===== config.mk =====
export PLATFORM = sky130hd
export DESIGN_NAME = io_load_controller
export DESIGN_NICKNAME = d
export VERILOG_FILES = /design/src/rtl/io_load_controller.sv
export SDC_FILE = /design/constraint.sdc
export NUM_CORES = 1
export LEC_CHECK = 0
export CORE_MARGIN = 2
export CORE_UTILIZATION = 30
export DETAILED_ROUTE_END_ITERATION = 8
export PLACE_DENSITY = 0.79
export SLEW_MARGIN = 10
export SYNTH_ARGS = -nofsm -noshare
export SYNTH_HDL_FRONTEND = slang
export SYNTH_SLANG_ARGS = --single-unit

===== constraint.sdc =====
create_clock -name clk -period 3.45 [get_ports clk]
set_input_delay 0.69 -clock clk [delete_from_list [all_inputs] [get_ports clk]]
set_output_delay 0.69 -clock clk [all_outputs]
set_load 0.1 [all_outputs]

===== src/rtl/io_load_controller.sv =====
// Sequences the wide input shift register: accepts a beat stream, drives shift_en/shift_data,
// optionally zero-pads short frames, then offers the filled register with a valid/ready handshake.
module io_load_controller #(
  parameter int DATA_W = 32,
  parameter int REG_W  = 256,
  localparam int FACTOR = REG_W / DATA_W,
  localparam int CNT_W  = $clog2(FACTOR + 1)
) (
  input  logic              clk,
  input  logic              rst,
  input  logic [DATA_W-1:0] in_data,
  input  logic              in_valid,
  output logic              in_ready,
  input  logic [CNT_W-1:0]  cfg_words,
  input  logic              cfg_pad_en,
  output logic              shift_en,
  output logic [DATA_W-1:0] shift_data,
  output logic              reg_valid,
  input  logic              reg_ready,
  output logic [CNT_W-1:0]  beat_cnt,
  output logic              busy
);

  localparam logic [CNT_W-1:0] FACTOR_C = CNT_W'(FACTOR);

  typedef enum logic [1:0] {IDLE, FILL, PAD, HOLD} state_t;

  state_t           state_reg, state_next;
  logic [CNT_W-1:0] cnt_reg, cnt_next;
  logic [CNT_W-1:0] words_reg, words_next;
  logic             pad_en_reg, pad_en_next;
  logic             reg_valid_reg, reg_valid_next;
  logic [CNT_W-1:0] cfg_eff;
  logic [CNT_W-1:0] cnt_inc;

  // Out-of-range frame lengths fall back to a full frame.
  assign cfg_eff = (cfg_words == '0 || cfg_words > FACTOR_C) ? FACTOR_C : cfg_words;
  assign cnt_inc = cnt_reg + 1'b1;

  always_ff @(posedge clk or negedge rst) begin
    if (!rst) begin
      state_reg     <= IDLE;
      cnt_reg       <= '0;
      words_reg     <= '0;
      pad_en_reg    <= 1'b0;
      reg_valid_reg <= 1'b0;
    end else begin
      state_reg     <= state_next;
      cnt_reg       <= cnt_next;
      words_reg     <= words_next;
      pad_en_reg    <= pad_en_next;
      reg_valid_reg <= reg_valid_next;
    end
  end

  always_comb begin
    state_next     = state_reg;
    cnt_next       = cnt_reg;
    words_next     = words_reg;
    pad_en_next    = pad_en_reg;
    reg_valid_next = reg_valid_reg;
    in_ready       = 1'b0;
    shift_en       = 1'b0;
    shift_data     = '0;
    case (state_reg)
      IDLE: begin
        in_ready   = 1'b1;
        shift_en   = in_valid;
        shift_data = in_data;
        if (in_valid) begin
          words_next  = cfg_eff;
          pad_en_next = cfg_pad_en;
          cnt_next    = CNT_W'(1);
          if (cfg_eff == CNT_W'(1)) begin
            if (cfg_pad_en && (FACTOR > 1)) begin
              state_next = PAD;
            end else begin
              state_next     = HOLD;
              reg_valid_next = 1'b1;
            end
          end else begin
            state_next = FILL;
          end
        end
      end
      FILL: begin
        in_ready   = 1'b1;
        shift_en   = in_valid;
        shift_data = in_data;
        if (in_valid) begin
          cnt_next = cnt_inc;
          if (cnt_inc == words_reg) begin
            if (pad_en_reg && (words_reg < FACTOR_C)) begin
              state_next = PAD;
            end else begin
              state_next     = HOLD;
              reg_valid_next = 1'b1;
            end
          end
        end
      end
      PAD: begin
        // Zero shifts push the first data beat up into the top slot.
        shift_en = 1'b1;
        cnt_next = cnt_inc;
        if (cnt_inc == FACTOR_C) begin
          state_next     = HOLD;
          reg_valid_next = 1'b1;
        end
      end
      HOLD: begin
        if (reg_ready) begin
          state_next     = IDLE;
          cnt_next       = '0;
          reg_valid_next = 1'b0;
        end
      end
      default: begin
        state_next = IDLE;
      end
    endcase
  end

  assign reg_valid = reg_valid_reg;
  assign beat_cnt  = cnt_reg;
  assign busy      = (state_reg != IDLE);

endmodule


==> results.yml <==
timing:
  fin_skew_ns: 0.00395
  slew_headroom_pct: 34.2
  post-route-period-util_pct: 84.4
  worst_pin_slew_ns: 0.984
  setup_viol: 0
  fmax_ghz: 0.343
  hold_viol: 0
  slew_violations: 0
  rsz0062_at_grt: "false"
  setup_tns_ns: 0
  min_period_ns: 2.91
setup_path:
  path_max_fanout: 19
  worstPathRequired_ns: 2.76
  critPathBufInv: 3
  slowest_stage: "nor2_2"
  crit_type: "flip-flop to output port"
  cp_data_arrival_time_ns: 2.22
  reg2reg_depth: 7
  ff2ff_setup_slack_ns: 0.89
  r2r-start: "state_reg[0]$_DFFE_PN0P_"
  start_kind: "flip-flop"
  crit_chain: "inv_1, ha_1, nor2_2, buf_4, nor2b_1, buf_4"
  end_kind: "output port"
  crit_family: "buffers and inverters"
  slowest_delay_ns: 0.49
  cp_common_cell: "buf_4"
  r2r_end: "reg_valid$_DFFE_PN0P_"
yosys:
  ys_seq_area_share_pct: 30.5
  syn_area_um2: 985
  synth_fa_ha_area_share_pct: 6.35
  synth_nets: 164
  synth.distinct_cells: 30
  yosys-mux-area-fraction_pct: 5.97
  synth-xor-area-share_pct: 6.99
  synth-main-ff-cell: "dfrtp_1"
  synth_compound_area_share_pct: 11.7
  syn_inst: 118
  synth_seq_cells: 12
  synthArstFlopShare_pct: 100
  synth.largest_area_cell: "dfrtp_1"
  synth_edf_count: 0
  synth_top_family_by_area: "simple AND/OR/NAND/NOR gates"
  yosysWarnings: 0
  synth.area.top_cells: "dfrtp_1 (30%), nor2b_1 (21%), ha_1 (6.4%)"
  avgSynthCellArea_um2: 8.34
  synth-simple-area-share_pct: 33.9
  yosys.area.top_type_share_pct: 30.5
floorplanning:
  io_pins: 81
  start_util_pct: 32.0
  num_rows: 20
  die_width_um: 61.3
  core_area_um2: 3080
  die_area_um2: 3760
  chipHeight_um: 61.3
global_route:
  track_usage_pct: 16.3
  antenna_found_initial: 0
  grt_overflow: 0
  grt_pass1_wl_mm: 4.57
  grt_start_max_net_pins: 20
  grt_pass1_vias: 1029
clock_tree:
  cts_hold_buf: 0
  insertion_delay_ns: 0.27
  post_cts_buffers: 0
  clk_pin_slew_worst_paths_ns: 0.07
  cts_tree: "built"
  cts_made_buffers: 3
  root_buffer: "clkbuf_4"
  ctsResizeCount: 0
  cts.path.max_buffers: 2
  clock-sinks: 12
  cts_max_level: 1
min_path:
  hold_start: "reg_valid$_DFFE_PN0P_"
  hold_class: "flip-flop to flip-flop"
  min_path_cells: 1
  holdPathEnd: "reg_valid$_DFFE_PN0P_"
routing:
  drc: 0
  via_per_inst: 4.55
  via_count: 1096
  routed_wl_mm: 3.05
  wl_per_cell_um: 12.7
  drtIter0Drc: 21
  drtPass1Iterations: 4
  drtAntennaViolNets: 0
place:
  gp_congestion: 0.828
  dp_hpwl_mm: 2.58
  port_buffers: 80
layout:
  syn_to_final_growth_pct: 78.1
  fillerInstances: 297
  final_cell_mix: "clkdlybuf4s50_1 (41), buf_4 (40), nor2b_1 (33), dfrtp_1 (12), nand2_1 (11)"
  n_antenna_cell: 0
  drive_above_1_share_pct: 24.9
  finalNetCount: 245
  final_common_cell: "clkdlybuf4s50_1"
job:
  maxCapViolations: 0
outcome:
  status: "finished clean"
[routing by layer]
layer | share of wire, % | up-vias | GRT usage, %
met3 | 6.5 | 2 | 3.99
met2 | 51 | 43 | 27.2
met4 | 0.88 | 0 | 4.66
met1 | 42 | 501 | 20.9
met5 | 0 | - | 0
li1 | - | 550 | -
[Yosys cell counts, drive strengths merged (2+ instances only)]
library cell,number
nor2b,33
dfrtp,12
nand2,11
o21ai,9
inv,7
clkbuf,5
ha,5
a21oi,4
mux2,4
xnor2,4
nand2b,3
nor3,3
xor2,3
a31oi,2
nand3b,2
nor2,2
[cell families after synthesis]
| kind of cell | count (synthesis) |
|---|---|
| adder cells (fa/ha/maj) | 5 |
| AO/OA/AOI/OAI | 19 |
| AND/OR/NAND/NOR | 58 |
| buffers and inverters | 12 |
| XOR/XNOR | 7 |
| multiplexers | 5 |
| flip-flops | 12 |
[per-stage QoR]
step | setup slack, ns | util (%) | hold WS [ns] | cell area [µm²] | instances
after floorplan | 0.245 | - | 0.394 | 985 | 118
after global placement | 0.901 | 56.3 | 0.480 | 1730 | 238
after detailed placement | 0.840 | 56.3 | 0.487 | 1730 | 238
after CTS | 0.518 | 57.0 | 0.511 | 1750 | 241
after global routing | 0.353 | 57.0 | 0.525 | 1750 | 241
final | 0.538 | 57.0 | 0.508 | 1750 | 241
[layout make-up]
class | instances | area (µm²) | area share [%]
inverter | 7 | 26.3 | 1.50
timing repair buffer | 81 | 711 | 40.5
sequential | 12 | 300 | 17.1
tap | 44 | 55.1 | 3.14
multi-input combinational | 94 | 639 | 36.4
clock buffer | 3 | 22.5 | 1.28
[worst max-delay path by stage]
stage / from / slack (ns) / endpoint / cells past startpoint
after global routing: state_reg[0]$_DFFE_PN0P_ / 0.35 / shift_data[13] / 6
after detailed placement: state_reg[0]$_DFFE_PN0P_ / 0.84 / shift_data[13] / 6
after floorplan: state_reg[1]$_DFFE_PN0P_ / 0.24 / shift_data[10] / 6
after CTS: state_reg[0]$_DFFE_PN0P_ / 0.52 / shift_data[13] / 6
after global placement: cfg_words[1] / 0.90 / reg_valid$_DFFE_PN0P_ / 6
final: state_reg[0]$_DFFE_PN0P_ / 0.54 / shift_data[13] / 6
Power is left out: the tool's default activity adds up to more than one toggle a clock period on the data nets, which glitch-free logic cannot reach.
